<file path="src/rtl/event_pkg.sv">
// event_pkg
//   Shared definitions for the event-report stream. Both the event
//   transmitter and the event decoder import this package, so event
//   codes and the beat marker are defined in exactly one place.
//   No ports (package).
package event_pkg;

  // Number of distinct event codes carried on the stream (codes 1..EVENT_TYPES).
  localparam int EVENT_TYPES = 3;

  // Value carried in TDATA[255:248] of every well-formed beat.
  localparam logic [7:0] EVENT_MARKER = 8'h01;

  // Event codes as they appear in TDATA[7:0]. Code k maps to index k-1.
  localparam logic [7:0] EVT_CODE_UNDERFLOW = 8'd1;
  localparam logic [7:0] EVT_CODE_A         = 8'd2;
  localparam logic [7:0] EVT_CODE_B         = 8'd3;

endpackage

</file>
<file path="src/rtl/event_decoder_sat_counter.sv">
// sat_counter
//   Saturating event counter with a synchronous clear. A clear that lands
//   in the same cycle as an increment leaves the counter at 1, so the
//   coincident event is never lost.
// Ports:
//   clk    in   clock
//   resetn in   synchronous active-low reset (counter -> 0)
//   inc    in   increment request (ignored once the counter is full)
//   clr    in   clear request
//   count  out  current count, CNT_WIDTH bits
module sat_counter #(
  parameter int CNT_WIDTH = 32
) (
  input  logic                 clk,
  input  logic                 resetn,
  input  logic                 inc,
  input  logic                 clr,
  output logic [CNT_WIDTH-1:0] count
);

  logic [CNT_WIDTH-1:0] r_count;
  logic                 w_full;

  assign w_full = &r_count;

  always_ff @(posedge clk) begin
    if (!resetn) begin
      r_count <= '0;
    end else if (clr) begin
      r_count <= CNT_WIDTH'(inc);
    end else if (inc && !w_full) begin
      r_count <= r_count + 1'b1;
    end
  end

  assign count = r_count;

endmodule

</file>
<file path="src/rtl/event_decoder.sv">
// event_decoder
//   Receiving end of the 256-bit event-report AXI stream. Validates the
//   marker and event code of each beat, raises a one-cycle strobe per event
//   type, keeps sticky pending bits and per-type saturating counters, and
//   drives a maskable interrupt. Never backpressures; one register stage.
// Ports:
//   clk, resetn          clock, synchronous active-low reset
//   AXIS_IN_TDATA/TVALID event beat in; TREADY out (high after reset)
//   event_strobe         one-cycle pulse per decoded event
//   event_pending        sticky per-type flags, pending_ack clears (W1C)
//   irq_mask, irq        irq = registered OR of (pending & mask)
//   cnt_sel, cnt_out     registered counter readback (EVENT_TYPES = errors)
//   clear_counters       zero all counters
//   last_code            code of the most recent valid event
//   bad_beat             one-cycle pulse on a rejected beat
module event_decoder
  import event_pkg::*;
#(
  parameter int         EVENT_TYPES = event_pkg::EVENT_TYPES,
  parameter int         CNT_WIDTH   = 32,
  parameter logic [7:0] MARKER      = event_pkg::EVENT_MARKER,
  localparam int        SEL_W       = $clog2(EVENT_TYPES + 1)
) (
  input  logic                   clk,
  input  logic                   resetn,
  input  logic [255:0]           AXIS_IN_TDATA,
  input  logic                   AXIS_IN_TVALID,
  output logic                   AXIS_IN_TREADY,
  output logic [EVENT_TYPES-1:0] event_strobe,
  output logic [EVENT_TYPES-1:0] event_pending,
  input  logic [EVENT_TYPES-1:0] pending_ack,
  input  logic [EVENT_TYPES-1:0] irq_mask,
  output logic                   irq,
  input  logic [SEL_W-1:0]       cnt_sel,
  output logic [CNT_WIDTH-1:0]   cnt_out,
  input  logic                   clear_counters,
  output logic [7:0]             last_code,
  output logic                   bad_beat
);

  logic                   r_tready;
  logic [EVENT_TYPES-1:0] r_strobe;
  logic [EVENT_TYPES-1:0] r_pending;
  logic                   r_irq;
  logic [CNT_WIDTH-1:0]   r_cnt_out;
  logic [7:0]             r_last_code;
  logic                   r_bad;

  logic                   w_accept;
  logic [7:0]             w_code;
  logic                   w_marker_ok;
  logic                   w_code_ok;
  logic                   w_valid;
  logic                   w_bad;
  logic [EVENT_TYPES-1:0] w_hit;
  logic [EVENT_TYPES:0]   w_inc;
  logic [CNT_WIDTH-1:0]   w_count [0:EVENT_TYPES];
  logic [CNT_WIDTH-1:0]   w_cnt_mux;
  logic                   w_unused_tdata;

  // Payload bits between the code and the marker carry nothing for us.
  assign w_unused_tdata = ^AXIS_IN_TDATA[247:8];

  assign w_accept    = AXIS_IN_TVALID && r_tready;
  assign w_code      = AXIS_IN_TDATA[7:0];
  assign w_marker_ok = (AXIS_IN_TDATA[255:248] == MARKER);
  assign w_code_ok   = (w_code != 8'd0) && (w_code <= 8'(EVENT_TYPES));
  assign w_valid     = w_accept && w_marker_ok && w_code_ok;
  assign w_bad       = w_accept && !(w_marker_ok && w_code_ok);

  // One-hot decode: code k lights index k-1.
  genvar gi;
  generate
    for (gi = 0; gi < EVENT_TYPES; gi++) begin : g_hit
      assign w_hit[gi] = w_valid && (w_code == 8'(gi + 1));
    end
  endgenerate

  // Top counter slot counts rejected beats.
  assign w_inc = {w_bad, w_hit};

  generate
    for (gi = 0; gi <= EVENT_TYPES; gi++) begin : g_cnt
      sat_counter #(
        .CNT_WIDTH (CNT_WIDTH)
      ) u_cnt (
        .clk    (clk),
        .resetn (resetn),
        .inc    (w_inc[gi]),
        .clr    (clear_counters),
        .count  (w_count[gi])
      );
    end
  endgenerate

  // Any select value with no matching counter reads as zero.
  always_comb begin
    w_cnt_mux = '0;
    for (int i = 0; i <= EVENT_TYPES; i++) begin
      if (cnt_sel == SEL_W'(i)) begin
        w_cnt_mux = w_count[i];
      end
    end
  end

  always_ff @(posedge clk) begin
    if (!resetn) begin
      r_tready    <= 1'b0;
      r_strobe    <= '0;
      r_pending   <= '0;
      r_irq       <= 1'b0;
      r_cnt_out   <= '0;
      r_last_code <= 8'd0;
      r_bad       <= 1'b0;
    end else begin
      r_tready  <= 1'b1;
      r_strobe  <= w_hit;
      // Set wins over a coincident acknowledge on the same bit.
      r_pending <= (r_pending & ~pending_ack) | w_hit;
      // Built from the registered pending bits, hence two cycles from beat.
      r_irq     <= |(r_pending & irq_mask);
      r_cnt_out <= w_cnt_mux;
      r_bad     <= w_bad;
      if (w_valid) begin
        r_last_code <= w_code;
      end
    end
  end

  assign AXIS_IN_TREADY = r_tready;
  assign event_strobe   = r_strobe;
  assign event_pending  = r_pending;
  assign irq            = r_irq;
  assign cnt_out        = r_cnt_out;
  assign last_code      = r_last_code;
  assign bad_beat       = r_bad;

endmodule

</file>
<file path="config.mk">
export PLATFORM = sky130hd
export DESIGN_NAME = event_decoder
export DESIGN_NICKNAME = d
export VERILOG_FILES = /design/src/rtl/event_pkg.sv /design/src/rtl/event_decoder_sat_counter.sv /design/src/rtl/event_decoder.sv
export SDC_FILE = /design/constraint.sdc
export NUM_CORES = 1
export LEC_CHECK = 0
export CORE_ASPECT_RATIO = 0.8
export CORE_MARGIN = 2
export CORE_UTILIZATION = 40
export CTS_CLUSTER_DIAMETER = 80
export DETAILED_ROUTE_END_ITERATION = 8
export PLACE_DENSITY = 0.75
export REMOVE_ABC_BUFFERS = 1
export SLEW_MARGIN = 15
export SYNTH_ARGS = -nofsm -noshare
export SYNTH_HDL_FRONTEND = slang
export SYNTH_SLANG_ARGS = --single-unit
</file>
<file path="constraint.sdc">
create_clock -name clk -period 3.3 [get_ports clk]
set_input_delay 0.66 -clock clk [delete_from_list [all_inputs] [get_ports clk]]
set_output_delay 0.66 -clock clk [all_outputs]
set_load 0.1 [all_outputs]
</file>
Word-level counts from Yosys, hierarchy flattened:

Index checks and enable logic that the tools add are counted.

* muxes and demuxes: 13
* add/sub/neg operators: 4
* magnitude comparators: 1
* bitwise operators: 5
* reductions and logical operators: 30
* eq/ne operators: 7

Operators with widths (number)
* adder 32 x 1 -> 32 bit, second input constant: 4
* 2-to-1 mux 32 bit: 4
* AND reduction 32 bit: 4
* equality test 8 x 1 -> 1 bit, second input constant: 2
* equality test 8 x 2 -> 1 bit, second input constant: 2
* logical AND 1 bit: 13
* 2-to-1 mux 1 bit: 9
* <= comparator 8 x 2 -> 1 bit, second input constant: 1
* nonzero test 2 bit: 4
* nonzero test 8 bit: 1
* AND 3 bit: 2
* logical NOT 1 bit: 5
* equality test 2 bit, second input constant: 2
* inverter 3 bit: 1
* OR 3 bit: 1
* OR reduction 3 bit: 1
* equality test 2 x 1 -> 1 bit, second input constant: 1
* logical NOT 2 bit: 1
* OR reduction 2 bit: 1
* inverter 1 bit: 1

* bits in registers: 177
* output and inout bits: 49
* bits of input ports: 268

Logic depth before layout (Yosys ltp):

Gate-level depths: netlist of the first run.

* depth after elaboration: 8
* depth in mapped cells: 8
* gate-level depth less buffers: 6

Modules after synthesis:

Synthesis of the first run repeated with hierarchy kept, for this count alone.

* cell total of the unflattened synthesis: 1022
* area, all modules: 9021.2 sq um

By module, submodules not included
* sat_counter: area an instance 1689.1 sq um, cells each 213, instances 4, seq. area each 640.6 sq um
* event_decoder: area an instance 2264.7 sq um, cells each 170, instances 1, seq. area each 980.9 sq um

Worst setup path before layout of the first run:

OpenSTA, ideal clock, no wires.

* kind: flip-flop to flip-flop
* from: reg r_tready, in the netlist AXIS_IN_TREADY
* to: reg g_cnt[2].u_cnt.r_count[10]
* path buffers: 1
* cell stages (with the launch flop): 7
* library setup time: 0.072 ns
* clock period less this slack: 2.455 ns
* arrival time: 2.383 ns
* setup slack: 0.845 ns
* cell sequence: dfxtp_1 > and2_1 > and3_1 > nand4_1 > clkbuf_1 > nor4_1 > mux2i_1

* word-level cells in the longest chain between the ends: 5

Ends and longest elaborated chain
* start: declaration: RTL line event_decoder.sv:41 `logic r_tready;`
* start signal: assignment: RTL line event_decoder.sv:108 `r_tready <= 1'b0;`
* start signal: assignment: RTL line event_decoder.sv:116 `r_tready <= 1'b1;`
* logical AND 1 bit: RTL line event_decoder.sv:64 `assign w_accept = AXIS_IN_TVALID && r_tready;`
* logical AND 1 bit (2 in series): RTL line event_decoder.sv:68 `assign w_valid = w_accept && w_marker_ok && w_code_ok;`
* logical AND 1 bit: RTL line event_decoder.sv:75 `assign w_hit[gi] = w_valid && (w_code == 8'(gi + 1));`
* logical AND 1 bit: RTL line event_decoder_sat_counter.sv:31 `end else if (inc && !w_full) begin`
* end signal: assignment: RTL line event_decoder_sat_counter.sv:30 `r_count <= CNT_WIDTH'(inc);`
* end signal: assignment: RTL line event_decoder_sat_counter.sv:32 `r_count <= r_count + 1'b1;`
* end: declaration: RTL line event_decoder_sat_counter.sv:21 `logic [CNT_WIDTH-1:0] r_count;`

Every way passes these cells.
A chain may end at the register's enable or synchronous reset.

Final worst setup path of the first run:

* from: in AXIS_IN_TDATA[2]
* to: reg g_cnt[1].u_cnt.r_count[6]

* word-level cells in the longest chain between the ends: 5

Ends and longest elaborated chain
* start: declaration: RTL line event_decoder.sv:26 `input logic [255:0] AXIS_IN_TDATA,`
* <= comparator 8 x 2 -> 1 bit / nonzero test 8 bit (equally long branches): RTL line event_decoder.sv:67 `assign w_code_ok = (w_code != 8'd0) && (w_code <= 8'(EVENT_TYPES));`
* logical AND 1 bit: RTL line event_decoder.sv:67
* logical AND 1 bit: RTL line event_decoder.sv:68
* logical AND 1 bit (*): RTL line event_decoder.sv:75
* logical AND 1 bit (*): RTL line event_decoder_sat_counter.sv:31
* end signal: assignment: RTL line event_decoder_sat_counter.sv:30
* end signal: assignment: RTL line event_decoder_sat_counter.sv:32
* end: declaration: RTL line event_decoder_sat_counter.sv:21

Every way passes the cells marked *; elsewhere a longest branch is shown, timed or not.

==> results of run 1 <==
[flip-flops by register name, summed over array words and instances (netlist names)]
| register | count |
|---|---|
| g_cnt.u_cnt.count | 128 |
| bad_beat | 1 |
| cnt_out | 32 |
| event_pending | 3 |
| irq | 1 |
| last_code | 8 |
| AXIS_IN_TREADY | 1 |
| event_strobe | 3 |
[power breakdown]
| part | switching, mW | internal, mW | leakage (nW) |
|---|---|---|---|
| clock | 0.962 | 1.10 | 0.274 |
| sequential | 0.00348 | 2.14 | 1.43 |
| combinational | 0.126 | 0.0783 | 1.72 |
[through the flow]
step                cells  area [um2]  setup slack, ns
floorplan             955        8970            0.284
global placement     1371       10300            0.163
detailed placement   1371       10300            0.110
CTS                  1403       10900            0.567
global route         1403       10900            0.450
finish               1405       10900            0.502
[cell families (layout without fill, tap and decap cells)]
kind of cell,count (synthesis),count (layout),synth area share [%]
fa+ha+maj,4,4,0.539
flops,177,177,38.2
xor+xnor,1,1,0.0944
buf+inv,85,160,4.10
mux,67,67,11.5
simple gates,480,480,31.4
compound gates,208,208,14.2
other cells,0,2,0
[synthesized netlist by cell type (all sizes together), types with 4 or more instances]
cell type	n
ha	4
clkbuf	43
a21oi	89
inv	18
dfxtp	177
nor3	15
o211ai	11
and3	20
and2	36
o21a	4
or3	61
nand2	94
and4	16
nor2	20
or4	60
nand4	43
buf	24
mux2i	35
o31ai	57
nand2b	4
nor4	44
nand3	57
o21ai	31
mux4	32
[worst max-delay path, cell delays in order]
cell and delay, ns:
clkdlybuf4s50_1 0.43, or4b_4 0.64, nor3_4 0.39, nand2_2 0.33, or4_1 0.56, a21oi_1 0.15
[layout make-up]
class	count	area share (%)
multi-input combinational	760	49.4
clock inverter	12	1.13
inverter	18	0.621
antenna	2	0.0460
sequential	177	32.6
clock buffer	20	4.20
timing repair buffer	110	8.51
tap	306	3.52
[how the worst max path moves through the flow]
| stage | slack (ns) | cells past startpoint | to | from |
|---|---|---|---|---|
| global placement | 0.16 | 6 | g_cnt[1].u_cnt.count[6] | AXIS_IN_TDATA[2] |
| global route | 0.45 | 6 | g_cnt[1].u_cnt.count[6] | AXIS_IN_TDATA[2] |
| detailed placement | 0.11 | 6 | g_cnt[1].u_cnt.count[6] | AXIS_IN_TDATA[2] |
| floorplan | 0.28 | 5 | g_cnt[3].u_cnt.count[22] | AXIS_IN_TDATA[2] |
| finish | 0.50 | 6 | g_cnt[1].u_cnt.count[6] | AXIS_IN_TDATA[2] |
| CTS | 0.57 | 6 | g_cnt[1].u_cnt.count[6] | AXIS_IN_TDATA[2] |
[routing by layer]
metal / routed length, um / part of all wire (%)
met3: 3680 / 12
met2: 12600 / 43
met4: 441 / 1.5
met1: 12900 / 44
met5: 0 / 0
==> impl_metrics.csv, run 1 <==
group,metric,value,unit
hold_path,hp-start,"last_code[0]",
clocking,cts_buffer_depth,2,
hold_path,holdPathStages,2,
sta,timing.fmax,357,MHz
worst_setup_path,start_kind,"primary input",
die,core_area,0.0226,mm2
routing,drtPass1Iterations,8,
sta,skew,0.0143,ns
run_status,outcome,"finished, final reports clean",
sta,setup_viol_count_final,0,
finish,final-seq-area,0.00354,mm2
global_routing,grt_first_pass_wirelength,45900,um
finish,area_growth,17.3,%
power,total_power,4.40,mW
sta,period_share,84.8,%
worst_setup_path,reg2reg_depth,5,
synthesis,synth_area_leaders,"dfxtp_1 38%, mux4_2 7.8%, or4_1 4.9%",
global_routing,antenna_found_initial,2,
power,leakagePower,3.42,nW
finish,multi_input_area,0.00538,mm2
die,die_area,0.0244,mm2
finish,drive_above_1_share,16.0,%
global_routing,first_global_vias,7881,
synthesis,ys_seq_elements,177,
die,die_y,140,um
hold_path,min_path_type,"reg2reg",
sta,rsz0062_at_grt,"false",
die,die_w,174,um
synthesis,ys_warn_count,0,
worst_setup_path,worstSetupEndpointType,"flop",
sta,finalSetupTns,0,ns
worst_setup_path,reg2reg_slack,0.74,ns
sta,worst_slew_pin_slew,0.995,ns
routing,drt_wl_total,29600,um
clocking,cts_sinks,177,
finish,layout_common_cells,"177 x dfxtp_1, 92 x nand2_1, 89 x a21oi_1",
sta,period_minus_slack,2.80,ns
finish,fillers,2085,
die,ios,317,
global_routing,grt_max_degree,84,
worst_setup_path,path_class,"in2reg",
hold_path,whs_endpoint,"last_code[0]",
synthesis,ys_seq_area_share,38.2,%
routing,wl_per_cell,21.1,um
synthesis,synth_top_area_cell,"dfxtp_1",
global_routing,use_met2,34.1,%
worst_setup_path,cp_max_fo,16,
synthesis,syn-cell-area,0.00928,mm2
run,maxCapViolations,0,
routing,num_vias,8897,
global_routing,grt_util_met3,7.46,%
sta,hold_viol,0,
synthesis,syn_area_per_cell,9.08,um2
clocking,root_buffer,"clkbuf_16",
global_routing,grtUsageTotal,24.2,%
finish,final_common_cell,"dfxtp_1",
clocking,hold_buffers,0,
clocking,cts_setup_buffers,0,
synthesis,synth_edf_count,0,
clocking,clock_latency,0.45,ns
worst_setup_path,critical_path_required,3.67,ns
global_routing,busiest_layer,"met1",
synthesis,netlist_instances,1022,
routing,drtAntennaViolNets,0,
die,row_count,49,
finish,nets,1356,
clocking,cts_buffers,17,
worst_setup_path,reg2reg_from,"g_cnt[0].u_cnt.count[18]",
global_routing,gr-total-overflow,0,
sta,maxSlewHeadroom,33.7,%
clocking,cts_tree,"done",
synthesis,synth_ff_type,"dfxtp_1",
routing,via_per_inst,6.33,
power,powerDensity,404,mW/mm2
clocking,clkTransAtPathRegs,0.07,ns
die,start_util,41.0,%
routing,route.detailed.drc,0,
synthesis,ys_async_sr_fraction,0,%
worst_setup_path,worst-endpoint-arrival,3.17,ns
finish,fin_util,48.1,%
place,hpwlAfterDp,21000,um
routing,drt-initial-drc-count,1138,
place,io_buffers,76,
clocking,htreeDepth,4,
clocking,ctsResizeCount,0,
worst_setup_path,timing.rr.end,"g_cnt[0].u_cnt.count[8]",
sta,drv_slew,0,
synthesis,synth.distinct_cells,57,
place,gp_congestion,0.940,
sta,whs,0.467,ns
global_routing,grt_use_met1,35.5,%
synthesis,synth_top_area_share,38.2,%
power,ir_drop,0.264,mV
Note: power is estimated with default switching activity, not from simulation.
==> run 2: changes to the inputs <==
Settings changed: PLACE_DENSITY 0.75 to 0.78.
Clock period 3.3 ns to 2.5 ns, I/O delays scaled along.
==> impl_metrics.csv, run 2 (synthesized netlist as in run 1, its figures left out) <==
group,metric,value,unit
sta,timing.fmax,406,MHz
sta,setup_viol_count_final,0,
sta,hold_viol,0,
worst_setup_path,worstSetupEndpointType,"flop",
sta,drv_slew,0,
clocking,hold_buffers,0,
worst_setup_path,worst-endpoint-arrival,2.83,ns
worst_setup_path,cp-startpoint,"AXIS_IN_TDATA[251]",
worst_setup_path,reg2reg_from,"g_cnt[1].u_cnt.count[0]",
finish,drive_above_1_share,20.2,%
clocking,clock_latency,0.44,ns
power,powerDensity,539,mW/mm2
clocking,cts_sinks,177,
place,hpwlAfterDp,21900,um
sta,maxSlewHeadroom,61.6,%
hold_path,hp-start,"last_code[4]",
routing,route.detailed.drc,0,
die,die_area,0.0244,mm2
die,start_util,41.0,%
place,place_area,0.0108,mm2
global_routing,grt_first_pass_wirelength,47100,um
worst_setup_path,cp_slowest_stage_delay,0.62,ns
clocking,htreeDepth,4,
clocking,cts_buffers,17,
finish,largest_register_ffs,128,
clocking,cts_buffer_depth,2,
finish,n_antenna_cell,0,
global_routing,gr-total-overflow,0,
worst_setup_path,cp_max_fo,11,
sta,worst_slew_pin_slew,0.574,ns
worst_setup_path,critical_path_required,2.87,ns
place,gp_congestion,0.937,
place,place_inst,1424,
routing,drt-initial-drc-count,1153,
routing,wl_per_cell,21.0,um
clocking,root_buffer,"clkbuf_16",
routing,via_per_inst,6.38,
place,dp_slack,-0.447,ns
place,io_buffers,76,
die,core_area,0.0226,mm2
clocking,clkTransAtPathRegs,0.07,ns
global_routing,first_global_vias,8416,
sta,period_share,98.5,%
finish,fin_cells,1458,
run,maxCapViolations,0,
die,die_y,140,um
worst_setup_path,critPathSlowestCell,"or4b_4",
sta,final.setup.worst_slack,0.0369,ns
global_routing,grtUsageTotal,24.7,%
die,die_w,174,um
global_routing,grt_max_degree,60,
routing,drt_wl_total,30700,um
hold_path,min_path_type,"reg2reg",
routing,num_vias,9297,
worst_setup_path,path_class,"in2reg",
finish,final_area,0.0115,mm2
power,total_power,6.18,mW
routing,drtAntennaViolNets,0,
run_status,outcome,"finished, final reports clean",
finish,layout_common_cells,"177 x dfxtp_1, 128 x buf_4, 92 x nand2_1",
global_routing,antenna_found_initial,0,
routing,drtPass1Iterations,7,
finish,area_growth,23.5,%
sta,skew,0.00729,ns
die,row_count,49,
worst_setup_path,crit_chain,"clkdlybuf4s50_1 -> or4b_4 -> buf_4 -> nor2_4 -> nand2_1 -> buf_4 -> or4_1 -> a21oi_1",
finish,nets,1411,
power,leakagePower,3.76,nW
die,ios,317,
worst_setup_path,cp_common_cell,"buf_4",
finish,fin_util,50.7,%
clocking,cts_tree,"done",
finish,final_common_cell,"dfxtp_1",
power,ir_drop,0.485,mV
worst_setup_path,start_kind,"primary input",
sta,period_minus_slack,2.46,ns
[run 2: cell count changes in the layout (fill, tap and decap cells not counted), sizes merged]
| cell | delta |
|---|---|
| inv | -1 |
| bufinv | +4 |
| diode | -2 |
| buf | +55 |
| clkbuf | -2 |
| clkinvlp | -2 |
| clkinv | +1 |
[run 2: worst max-delay path, delay by kind of cell]
family	cells	cell delay [ns]
AO/OA/AOI/OAI	1	0.15
buffers and inverters	3	0.80
AND/OR/NAND/NOR	4	1.37
[run 2: what timing repair did]
item,4_1_cts,5_1_grt
endpoints found under the setup margin,1,31
gates resized for setup,0,3
buffers inserted,2,0
endpoints found under the hold margin,0,0
pin swaps,1,2
[run 2: area by class of cell]
type / instances / area [um2]
fill: 1971 / 11200
multi-input combinational: 760 / 5390
sequential: 177 / 3540
timing repair buffer: 165 / 1420
clock buffer: 18 / 439
tap: 306 / 383
clock inverter: 14 / 225
inverter: 18 / 67.6
[run 2: metrics by stage]
stage	TNS, ns	hold WS (ns)
final	0	0.483
after floorplan	-14.23	0.449
after global routing	-0.00685	0.494
after global placement	-21.65	0.449
after CTS	0	0.486
after detailed placement	-24.64	0.471
[run 2: worst paths after layout]
path,endpoint,slack [ns],cells past startpoint
worst min register to register,last_code[4],0.48,1
worst max register to register,g_cnt[1].u_cnt.count[8],0.18,7
worst min-delay path,last_code[4],0.48,1
worst max-delay path,g_cnt[0].u_cnt.count[17],0.04,8
[run 2: metal layers]
layer / vias to the layer above / wire length, um / track usage, %
li1: 4226 / - / -
met1: 4418 / 12500 / 34.2
met2: 572 / 13200 / 36.0
met3: 81 / 4100 / 9.12
met4: 0 / 856 / 7.34
met5: - / 0 / 0
[run 2: where the power goes]
part           switching (mW)  internal [mW]  total, mW
logic                   0.173          0.119      0.292
clock network            1.24           1.82       3.06
registers             0.00221           2.82       2.82
